File: src/rtl/minesweeper_pkg.sv
// rtl/minesweeper_pkg.sv - shared cell codes, board size and {y,x} address helpers
package minesweeper_pkg;

    localparam int BOARD_DIM = 16;

    localparam logic [3:0] CELL_BOOM   = 4'hD;
    localparam logic [3:0] CELL_FLAG   = 4'hE;
    localparam logic [3:0] CELL_HIDDEN = 4'hF;

    typedef logic [7:0] cell_addr_t;

    function automatic cell_addr_t pack_addr(input logic [3:0] x, input logic [3:0] y);
        return {y, x};
    endfunction

    function automatic logic [3:0] addr_x(input cell_addr_t a);
        return a[3:0];
    endfunction

    function automatic logic [3:0] addr_y(input cell_addr_t a);
        return a[7:4];
    endfunction

endpackage

File: src/rtl/addr_lifo.sv
// rtl/addr_lifo.sv - LIFO of pending cell addresses; pushes into a full stack are dropped
import minesweeper_pkg::*;

module addr_lifo #(
    parameter int DEPTH = 64
) (
    input  logic       clk,
    input  logic       rst_n,
    input  logic       push,
    input  logic       pop,
    input  logic       flush,
    input  cell_addr_t din,
    output cell_addr_t top,
    output logic       empty,
    output logic       full
);

    localparam int PW = $clog2(DEPTH);
    localparam logic [PW:0] FULL_COUNT = (PW + 1)'(DEPTH);

    cell_addr_t    r_mem [DEPTH];
    logic [PW:0]   r_count;
    logic [PW-1:0] w_top_idx;

    assign w_top_idx = r_count[PW-1:0] - 1'b1;
    assign top       = r_mem[w_top_idx];
    assign empty     = (r_count == '0);
    assign full      = (r_count == FULL_COUNT);

    always_ff @(posedge clk) begin
        if (push && !full) begin
            r_mem[r_count[PW-1:0]] <= din;
        end
    end

    always_ff @(posedge clk or negedge rst_n) begin
        if (!rst_n) begin
            r_count <= '0;
        end else if (flush) begin
            r_count <= '0;
        end else if (push && !full) begin
            r_count <= r_count + 1'b1;
        end else if (pop && !empty) begin
            r_count <= r_count - 1'b1;
        end
    end

endmodule

File: src/rtl/reveal_sequencer.sv
// rtl/reveal_sequencer.sv - flood-fill cell reveal over a shared game-memory port
import minesweeper_pkg::*;

module reveal_sequencer #(
    parameter int STACK_DEPTH = 64
) (
    input  logic       clk,
    input  logic       rst_n,
    input  logic       start,
    input  logic [3:0] start_x,
    input  logic [3:0] start_y,
    output logic       busy,
    output logic       done,
    output logic       gm_req,
    input  logic       gm_gnt,
    output logic       gm_we,
    output logic [7:0] gm_addr,
    output logic [3:0] gm_wdata,
    input  logic [3:0] gm_rdata,
    output logic [7:0] nb_addr,
    input  logic [3:0] nb_cnt,
    input  logic       nb_mine,
    output logic       hit_mine,
    output logic       overflow,
    output logic [7:0] revealed
);

    localparam logic [2:0] S_IDLE = 3'd0;
    localparam logic [2:0] S_POP  = 3'd1;
    localparam logic [2:0] S_RD   = 3'd2;
    localparam logic [2:0] S_CHK  = 3'd3;
    localparam logic [2:0] S_LOOK = 3'd4;
    localparam logic [2:0] S_WR   = 3'd5;
    localparam logic [2:0] S_PUSH = 3'd6;
    localparam logic [2:0] S_FIN  = 3'd7;

    logic [2:0] r_state;
    cell_addr_t r_cell;
    logic [3:0] r_wdata;
    logic [2:0] r_dir;
    logic [7:0] r_revealed;
    logic       r_hit;
    logic       r_ovf;

    logic [4:0] w_dx, w_dy, w_nx, w_ny;
    logic       w_nb_valid;
    cell_addr_t w_nb_addr;
    logic       w_push, w_pop, w_flush, w_empty, w_full;
    cell_addr_t w_din, w_top;

    // Offsets are 5-bit two's complement; bit 4 of the sum flags a step off the board.
    always_comb begin
        w_dx = 5'd0;
        w_dy = 5'd0;
        case (r_dir)
            3'd0: w_dy = 5'h1F;
            3'd1: begin w_dx = 5'd1;  w_dy = 5'h1F; end
            3'd2: w_dx = 5'd1;
            3'd3: begin w_dx = 5'd1;  w_dy = 5'd1;  end
            3'd4: w_dy = 5'd1;
            3'd5: begin w_dx = 5'h1F; w_dy = 5'd1;  end
            3'd6: w_dx = 5'h1F;
            default: begin w_dx = 5'h1F; w_dy = 5'h1F; end
        endcase
    end

    assign w_nx       = {1'b0, addr_x(r_cell)} + w_dx;
    assign w_ny       = {1'b0, addr_y(r_cell)} + w_dy;
    assign w_nb_valid = !w_nx[4] && !w_ny[4];
    assign w_nb_addr  = pack_addr(w_nx[3:0], w_ny[3:0]);

    assign w_push  = ((r_state == S_IDLE) && start) || ((r_state == S_PUSH) && w_nb_valid);
    assign w_din   = (r_state == S_IDLE) ? pack_addr(start_x, start_y) : w_nb_addr;
    assign w_pop   = (r_state == S_POP) && !w_empty;
    assign w_flush = (r_state == S_WR) && gm_gnt && (r_wdata == CELL_BOOM);

    addr_lifo #(.DEPTH(STACK_DEPTH)) u_lifo (
        .clk   (clk),
        .rst_n (rst_n),
        .push  (w_push),
        .pop   (w_pop),
        .flush (w_flush),
        .din   (w_din),
        .top   (w_top),
        .empty (w_empty),
        .full  (w_full)
    );

    always_ff @(posedge clk or negedge rst_n) begin
        if (!rst_n) begin
            r_state    <= S_IDLE;
            r_cell     <= '0;
            r_wdata    <= '0;
            r_dir      <= '0;
            r_revealed <= '0;
            r_hit      <= 1'b0;
            r_ovf      <= 1'b0;
        end else begin
            case (r_state)
                S_IDLE: begin
                    if (start) begin
                        r_revealed <= '0;
                        r_hit      <= 1'b0;
                        r_ovf      <= 1'b0;
                        r_state    <= S_POP;
                    end
                end
                S_POP: begin
                    if (w_empty) begin
                        r_state <= S_FIN;
                    end else begin
                        r_cell  <= w_top;
                        r_state <= S_RD;
                    end
                end
                S_RD: begin
                    if (gm_gnt) r_state <= S_CHK;
                end
                S_CHK: begin
                    r_state <= (gm_rdata == CELL_HIDDEN) ? S_LOOK : S_POP;
                end
                S_LOOK: begin
                    r_wdata <= nb_mine ? CELL_BOOM : nb_cnt;
                    r_state <= S_WR;
                end
                S_WR: begin
                    if (gm_gnt) begin
                        if (r_wdata == CELL_BOOM) begin
                            r_hit   <= 1'b1;
                            r_state <= S_FIN;
                        end else begin
                            if (r_revealed != 8'hFF) r_revealed <= r_revealed + 8'd1;
                            r_dir   <= '0;
                            r_state <= (r_wdata == 4'd0) ? S_PUSH : S_POP;
                        end
                    end
                end
                S_PUSH: begin
                    if (w_nb_valid && w_full) r_ovf <= 1'b1;
                    r_dir <= r_dir + 3'd1;
                    if (r_dir == 3'd7) r_state <= S_POP;
                end
                default: begin
                    r_state <= S_IDLE;
                end
            endcase
        end
    end

    assign busy     = (r_state != S_IDLE) && (r_state != S_FIN);
    assign done     = (r_state == S_FIN);
    assign gm_req   = (r_state == S_RD) || (r_state == S_WR);
    assign gm_we    = (r_state == S_WR);
    assign gm_addr  = r_cell;
    assign gm_wdata = r_wdata;
    assign nb_addr  = r_cell;
    assign hit_mine = r_hit;
    assign overflow = r_ovf;
    assign revealed = r_revealed;

endmodule
File: config.mk
export PLATFORM = sky130hd
export DESIGN_NAME = reveal_sequencer
export DESIGN_NICKNAME = d
export VERILOG_FILES = /design/src/rtl/minesweeper_pkg.sv /design/src/rtl/addr_lifo.sv /design/src/rtl/reveal_sequencer.sv
export SDC_FILE = /design/constraint.sdc
export NUM_CORES = 1
export LEC_CHECK = 0
export CORE_MARGIN = 10
export CORE_UTILIZATION = 40
export CTS_CLUSTER_DIAMETER = 30
export DETAILED_ROUTE_END_ITERATION = 12
export PLACE_DENSITY = 0.56
export REMOVE_ABC_BUFFERS = 1
export SLEW_MARGIN = 20
export SYNTH_ARGS = -nofsm -noshare
export SYNTH_HDL_FRONTEND = slang
export SYNTH_SLANG_ARGS = --single-unit
File: constraint.sdc
create_clock -name clk -period 5.6 [get_ports clk]
set_input_delay 1.12 -clock clk [delete_from_list [all_inputs] [get_ports clk]]
set_output_delay 1.12 -clock clk [all_outputs]
set_load 0.03 [all_outputs]
==> run summary, run 1 <==
After global routing the overflow that remains totals 0. The transition time at the pin with the least slew margin is between 1 and 1.5 ns. The arithmetic-cell share of the synthesized area counting full adders, half adders and majority gates came out at approximately 1.5%. The most common cell in the synthesized netlist is edfxtp_1. The total of max-cap violations came out at 0.

The setup slack of the most critical reg-to-reg path is slightly above 0.7 ns. The count of port buffers added during placement is 54. The most crowded layer after global routing is met2.

The die area is between 60000 and 70000 um2. The most used flip-flop cell after synthesis is edfxtp_1. The fill cell instance count of the final layout is 4650. The synthesized netlist occupies a cell area of 23000 um2. For this design, the slowest cell found on the critical path is a211oi_4.

For this run, global-route usage on met2 was measured as 24.9%. The largest clock skew in the final design came out at ~0.024 ns. The final cell area excluding filler cells came out at 28200 um2. The fraction of registers with async set/reset is 6.40%.

The count of flip-flops with a built-in enable after synthesis is 512. The kind of cell with the highest combined delay along the critical path is compound AO/OA/AOI/OAI gates. The final core area utilization is 49.7%. The final max-slew violation count is 0.

In the routed design, unresolved DRC markers number 0. The data arrival time of the critical path is 5.35 ns. The met3 usage is 3.24%. The clock slew at the register clock pins of the worst setup and hold paths came out at 0.05 ns.

The detail-routed net length per standard cell is 24.7 um. The number of detailed-route iterations in the first pass came out at 5. Ranked by total cell area, the synthesized netlist is headed by edfxtp_1 (67%), mux4_2 (13%), dfrtp_1 (3.8%). The global routing usage on met1 is 23.3%. The critical path goes through inv_1, ha_1, or3b_1, nand2_2, nand2_1, ha_1, inv_1, fa_1, nor2b_1, o21a_1, or3_1, a211oi_4, o21ai_2, ha_1, nor2b_1, o21ai_0, a21oi_1, or2_2, o221ai_1, o311ai_2.

The fraction of the mapped netlist area in compound gates came out at 4.51%. The synthesis warning total is 0. The count of nets left with antenna violations once routing finished came out at 0. The number of instances resized during post-cts repair is 0.

The run finished with clean final reports. The first-pass GRT wire length came out at between 80000 and 90000 um. The number of standard cells in the final layout excluding fillers came out at between 2000 and 2500. The worst path required time came out at 6.08 ns.

The initialized floorplan defines 87 standard-cell rows. The count of hold buffers inserted by post-cts repair is 0. Once the floorplan was initialized, standard cells occupied 40.6% of the core. Measured along the x axis, the die boundary spans 260 um. By instance count, the cell type seen most on the critical path is ha_1. The placed instance count is 2067. The initial antenna violation count came to 0.

The routed design could run at a clock period as short as 4.88 ns. After layout, the worst path uses 87.1% of the clock period. Counting every instance in the synthesized netlist gives about 1300.

The post-route netlist has 26.4% of its cells at a drive strength greater than 1. The post-layout net count came out at 1462. The peak per-stage delay on the critical path is 0.60 ns.

The kind of critical path is flop to flop. The number of DRC markers after the initial detailed-route iteration is about 1100. The number of H-tree levels is 3.

The hold violation count in the final report is 0. The post-detailed-route via-to-cell ratio came out at between 5 and 6. The number of global-route vias before repair is ~13000. The placeable core region came out at roughly 57000 um2. The synthesized area per cell is 17.8 um2.

Buffers inserted during clock tree synthesis total about 100. In this run the deepest clock path goes through 3 buffers. TritonCTS built the clock tree. The final weighted congestion in routability-driven placement came out at between 0.8 and 0.9.

At the later pin of the worst-skew pair, clock insertion delay measures 0.64 ns. After clock tree synthesis, the setup repair step added 0 buffers. The vertical die dimension is 260 um. The final-report setup violation count is 0. The synthesized-area fraction occupied by and/or/nand/nor cells came out at 6.65%. Clock tree synthesis selected as its root buffer the cell clkbuf_16. The critical-path maximum fanout came out at 9. STA classifies the critical path endpoint as a flop.

The count of antenna diodes in the layout is 0. Of all cell types, the one taking the most synthesized area is edfxtp_1. The detailed-route via count came out at 12400. Entering global routing, the biggest net connects 65 pins.

The timing-limited maximum frequency came out at roughly 0.20 GHz. By count the netlist is led by edfxtp_1 (512), mux4_2 (130), nor2_1 (126). The proportion of netlist area held by the largest area contributor came out at 67.0%. The HPWL after detailed placement is between 30000 and 40000 um. The cell area after placement came out at 24500 um2. The worst hold-check path type is flop to flop. The netlist uses 71 different library cells. The global router's overall resource usage came out at 16.6%. The sequential fraction of the synthesis area came out at a little over two thirds.

The post-synthesis xor/xnor area fraction is less than 1%. Counting every sink on the clock net gives 547. In this run, synthesis produced a sequential element count of 547. The critical path contains buffers and inverters numbering 2 combined. The critical path launch point type is a flop. By area, the combinational part of the netlist is dominated by multiplexers.

The overall routed net length is 55700 um. The proportion of synthesized area in mux cells came out at between 10% and 20%. The area added between synthesis and finish came out at 22.6%. The setup TNS is 0 ns. The number of placed I/O pins came out at 55. The tightest slew margin relative to the limit came out at slightly below 30%. Setup repair after global routing left no endpoint under its margin.
worst register-to-register path, delay by kind of cell (launching register included):
kind	cells	cell delay (ns)
adder cells (fa/ha/maj)	4	0.97
buffers and inverters	2	0.15
AND/OR/NAND/NOR	7	1.45
AO/OA/AOI/OAI	7	1.77
flip-flops	1	0.40
area by class of cell:
class	instances	area (um2)	share of cell area, %
Clock buffer	117	2700	9.60
Sequential cell	547	16300	57.7
Tap cell	756	946	3.36
Timing Repair Buffer	99	886	3.15
Clock inverter	72	986	3.50
Multi-Input combinational cell	644	6300	22.4
Inverter	21	78.8	0.280
registers in the layout, summed over array words and instances, names as in the netlist:
signal,cells
gm_wdata,4
r_state,3
revealed,8
overflow,1
hit_mine,1
u_lifo.r_count,7
r_dir,3
gm_addr,8
u_lifo.r_mem,512
cells in the final DEF (no fill, tap or decap), drive strengths merged, types with 22 or more instances in the layout:
cell type / count
nor2: 126
o21ai: 38
nand3: 22
edfxtp: 512
ha: 23
buf: 46
nand2: 85
clkbuf: 117
dfrtp: 35
clkinv: 37
clkdlybuf4s50: 53
mux4: 130
inv: 28
final timing paths:
check                           cells after the start           endpoint  startpoint
worst max-delay path                               20  u_lifo.r_count[6]    r_dir[0]
worst min-delay path                                2           hit_mine    hit_mine
worst max register to register                     20  u_lifo.r_count[6]    r_dir[0]
worst min register to register                      2           hit_mine    hit_mine
max in group asynchronous                           1  u_lifo.r_count[0]       rst_n
min in group asynchronous                           1        revealed[7]       rst_n
through the flow:
stage | hold WS [ns] | worst slack (ns)
final | 0.511 | 0.721
after global routing | 0.555 | 0.351
after CTS | 0.513 | 0.728
after detailed placement | 0.503 | 0.746
after global placement | 0.503 | 0.844
after floorplan | 0.515 | -5.29
kinds of logic (layout without fill, tap and decap cells):
logic type      count (synthesis)  count (layout)
flops                         547             547
simple gates                  313             313
buf+inv                       100             309
fa+ha+maj                      26              26
xor+xnor                       19              19
mux                           149             149
compound gates                137             137
per-layer routing:
layer,part of all wire [%],wire [um]
met5,0,0
met4,3.2,1770
met3,7.3,4040
met2,46,25300
met1,44,24500
Power of run 1 is not shown: default switching activity piles up to over one toggle a cycle in this logic, so the estimate is an artifact.
==> inputs of run 2 (changes only) <==
--- a/config.mk
+++ b/config.mk
@@ -5,13 +5,14 @@
 export SDC_FILE = /design/constraint.sdc
 export NUM_CORES = 1
 export LEC_CHECK = 0
-export CORE_MARGIN = 10
-export CORE_UTILIZATION = 40
+export CORE_MARGIN = 2
+export CORE_UTILIZATION = 35
 export CTS_CLUSTER_DIAMETER = 30
 export DETAILED_ROUTE_END_ITERATION = 12
-export PLACE_DENSITY = 0.56
+export PLACE_DENSITY = 0.5
 export REMOVE_ABC_BUFFERS = 1
 export SLEW_MARGIN = 20
 export SYNTH_ARGS = -nofsm -noshare
 export SYNTH_HDL_FRONTEND = slang
 export SYNTH_SLANG_ARGS = --single-unit
+export TNS_END_PERCENT = 100
==> run summary, run 2 (synthesized netlist as in run 1, its figures left out) <==
Outcome: finished clean (unchanged). The width of the die came out at 260 um (about the same). The leading cell type in the layout, fill and taps excluded is edfxtp_1 (unchanged).

The overall routed net length came out at 57600 um (was 55700 um). The first-pass GRT wire length is 86100 um (was 83500 um). The number of H-tree levels is 3 (unchanged). The number of global-route vias before repair was 13000 (was 12700). The flip-flop count of the largest register, all copies and words added came out at 512 (unchanged). The root buffer cell was clkbuf_16 (unchanged). The critical-path maximum fanout is 9 (unchanged). The post-route clock period utilization was 86.7% (was 87.1%). The total congestion overflow is 0 (unchanged). The clock latency on the worst-skew pair is 0.65 ns (was 0.64 ns). The number of DRC markers after the initial detailed-route iteration was 1009 (was 1053). The worst hold-check path type is flop to flop (unchanged). The post-layout net count came to 1474 (was 1462). The number of placed I/O pins is 55 (unchanged). The number of instances resized during post-cts repair was 0 (unchanged). The master of the slowest instance on the critical path is a211oi_4 (unchanged). The post-CTS repair timing setup buffer count came out at 0 (unchanged). The final-report setup violation count is 0 (unchanged).

The final max-slew violation count is 0 (unchanged). The final core area utilization is 43.9% (was 49.7%). The post-route antenna net violation count came out at 0 (unchanged). The count of unresolved DRC violations after routing is 0 (unchanged).

The initial antenna violation count came out at 0 (unchanged). The starting utilization of the core area was 35.5% (was 40.6%). The total of max-cap violations came out at 0 (unchanged).

The vertical die dimension was 260 um (about the same). The count of standard-cell rows came out at 93 (was 87). The share of layout cells above drive strength 1 came out at 27.3% (was 26.4%). The global router's overall resource usage came out at 17.4% (was 16.6%).

The maximum number of buffers from clock root to sink is 3 (unchanged). The count of port buffers added during placement came out at 54 (unchanged). The largest net degree at the start of global routing was 65 (unchanged). The detail-routed net length per standard cell came out at 24.2 um (was 24.7 um). The detailed-route via count came to 12400 (about the same). The count of clock tree sinks came out at 547 (unchanged).

The TritonCTS clock tree is done (unchanged). Unrepaired setup endpoints after global routing: false (unchanged). The transition time at the pin with the least slew margin was 1.04 ns (was 1.05 ns). The count of antenna diodes in the layout came out at 0 (unchanged). The data arrival time of the critical path was 5.36 ns (was 5.35 ns).

The final weighted congestion in routability-driven placement is 0.842 (was 0.831). The timing-limited maximum frequency came to 0.206 GHz (was 0.205 GHz). The final critical-path required period is 4.85 ns (was 4.88 ns). The placed instance count is 2168 (was 2067). The placed wire-length estimate after detailed placement came out at 35600 um (was 34200 um).

The peak per-stage delay on the critical path was 0.60 ns (about the same). Crit path cell chain: inv_1, ha_1, or3b_1, nand2_2, nand2_1, ha_1, inv_1, fa_1, nor2b_1, o21a_1, or3_1, a211oi_4, o21ai_2, ha_1, nor2b_1, o21ai_0, a21oi_1, or2_2, o221ai_1, o311ai_2 (unchanged). Leading cell types in the layout, fill and taps excluded: edfxtp_1 (512), mux4_2 (130), nor2_1 (125), clkbuf_16 (114), nand2_1 (84) (was edfxtp_1 (512), mux4_2 (130), nor2_1 (126), clkbuf_16 (106), nand2_1 (84)). The worst path required time came to 6.10 ns (was 6.08 ns).

The area added between synthesis and finish came out at 23.8% (was 22.6%). The number of detailed-route iterations in the first pass is 5 (unchanged). The final cell area excluding filler cells came out at 28400 um2 (was 28200 um2).

The critical path launch point type is a flop (unchanged). The kind of critical path was flop to flop (unchanged). The kind of end point of the critical path is a flop (unchanged). The post-detailed-route via-to-cell ratio was 5.24 (was 5.49). The number of CTS-inserted buffers came out at 112 (was 102). The placeable core region is 64700 um2 (was 56600 um2).

The count of hold buffers inserted by post-cts repair came out at 0 (unchanged). The clock slew at the register clock pins of the worst setup and hold paths is 0.05 ns (about the same). The number of standard cells in the final layout excluding fillers was 2377 (was 2256). The tightest slew margin relative to the limit is 30.8% (was 29.6%). The largest clock skew in the final design came out at 0.0225 ns (was 0.0242 ns). The cell area after placement is 24600 um2 (was 24500 um2). The fill cell instance count of the final layout is 5685 (was 4650). The most prevalent standard cell on the critical path was ha_1 (unchanged). The die area came to 67700 um2 (was 67400 um2). The hold violation count in the final report is 0 (unchanged).
[run 2: changes by cell type in the layout (fill, tap and decap cells not counted), moves of 2 or more]
cell        change
clkinv_2        -4
bufinv_16       -8
nor4_2          +2
inv_8           +2
nor4_1          -2
clkbuf_16       +8
clkbuf_1        -3
clkinvlp_4     +11
inv_6           +4
clkinv_1        +9
clkinv_4        +4
[run 2: final cells by class]
class | count | area (um2) | share of cell area (%)
clock buffers | 121 | 2880 | 10.1
well taps | 855 | 1070 | 3.76
flip-flops and latches | 547 | 16300 | 57.2
multi-input cells | 644 | 6320 | 22.2
clock inverters | 88 | 912 | 3.21
inverters | 21 | 78.8 | 0.277
repair buffers | 101 | 905 | 3.18
[run 2: worst paths after layout]
| kind | from | endpoint | slack [ns] | depth (start not counted) |
|---|---|---|---|---|
| worst max-delay path | r_dir[0] | u_lifo.r_count[6] | 0.75 | 20 |
| worst min-delay path | overflow | overflow | 0.49 | 1 |
| worst max register to register | r_dir[0] | u_lifo.r_count[6] | 0.75 | 20 |
| worst min register to register | overflow | overflow | 0.49 | 1 |
| max in group asynchronous | rst_n | u_lifo.r_count[0] | 4.34 | 1 |
| min in group asynchronous | rst_n | gm_addr[4] | 0.61 | 1 |
[run 2: critical path, delay by kind of cell, from the launching register on]
family                   cells  cell delay (ns)
adder cells (fa/ha/maj)      4             0.98
buffers and inverters        2             0.16
flip-flops                   1             0.40
AND/OR/NAND/NOR              7             1.41
AO/OA/AOI/OAI                7             1.75
[run 2: layer usage]
layer	track usage [%]	wire length (um)	up-vias
li1	-	-	5481
met1	24.4	26400	6467
met2	26.6	26400	392
met3	3.50	2900	109
met4	6.97	1950	0
met5	0	0	-
[run 2: metrics by stage]
stage	setup TNS, ns	setup slack (ns)	hold WS (ns)
final	0	0.747	0.485
after global routing	0	0.327	0.527
after CTS	0	0.725	0.491
after detailed placement	0	0.750	0.480
after global placement	0	0.820	0.475
after floorplan	-1883.25	-5.29	0.515
Power of run 2 is left out for the same reason.
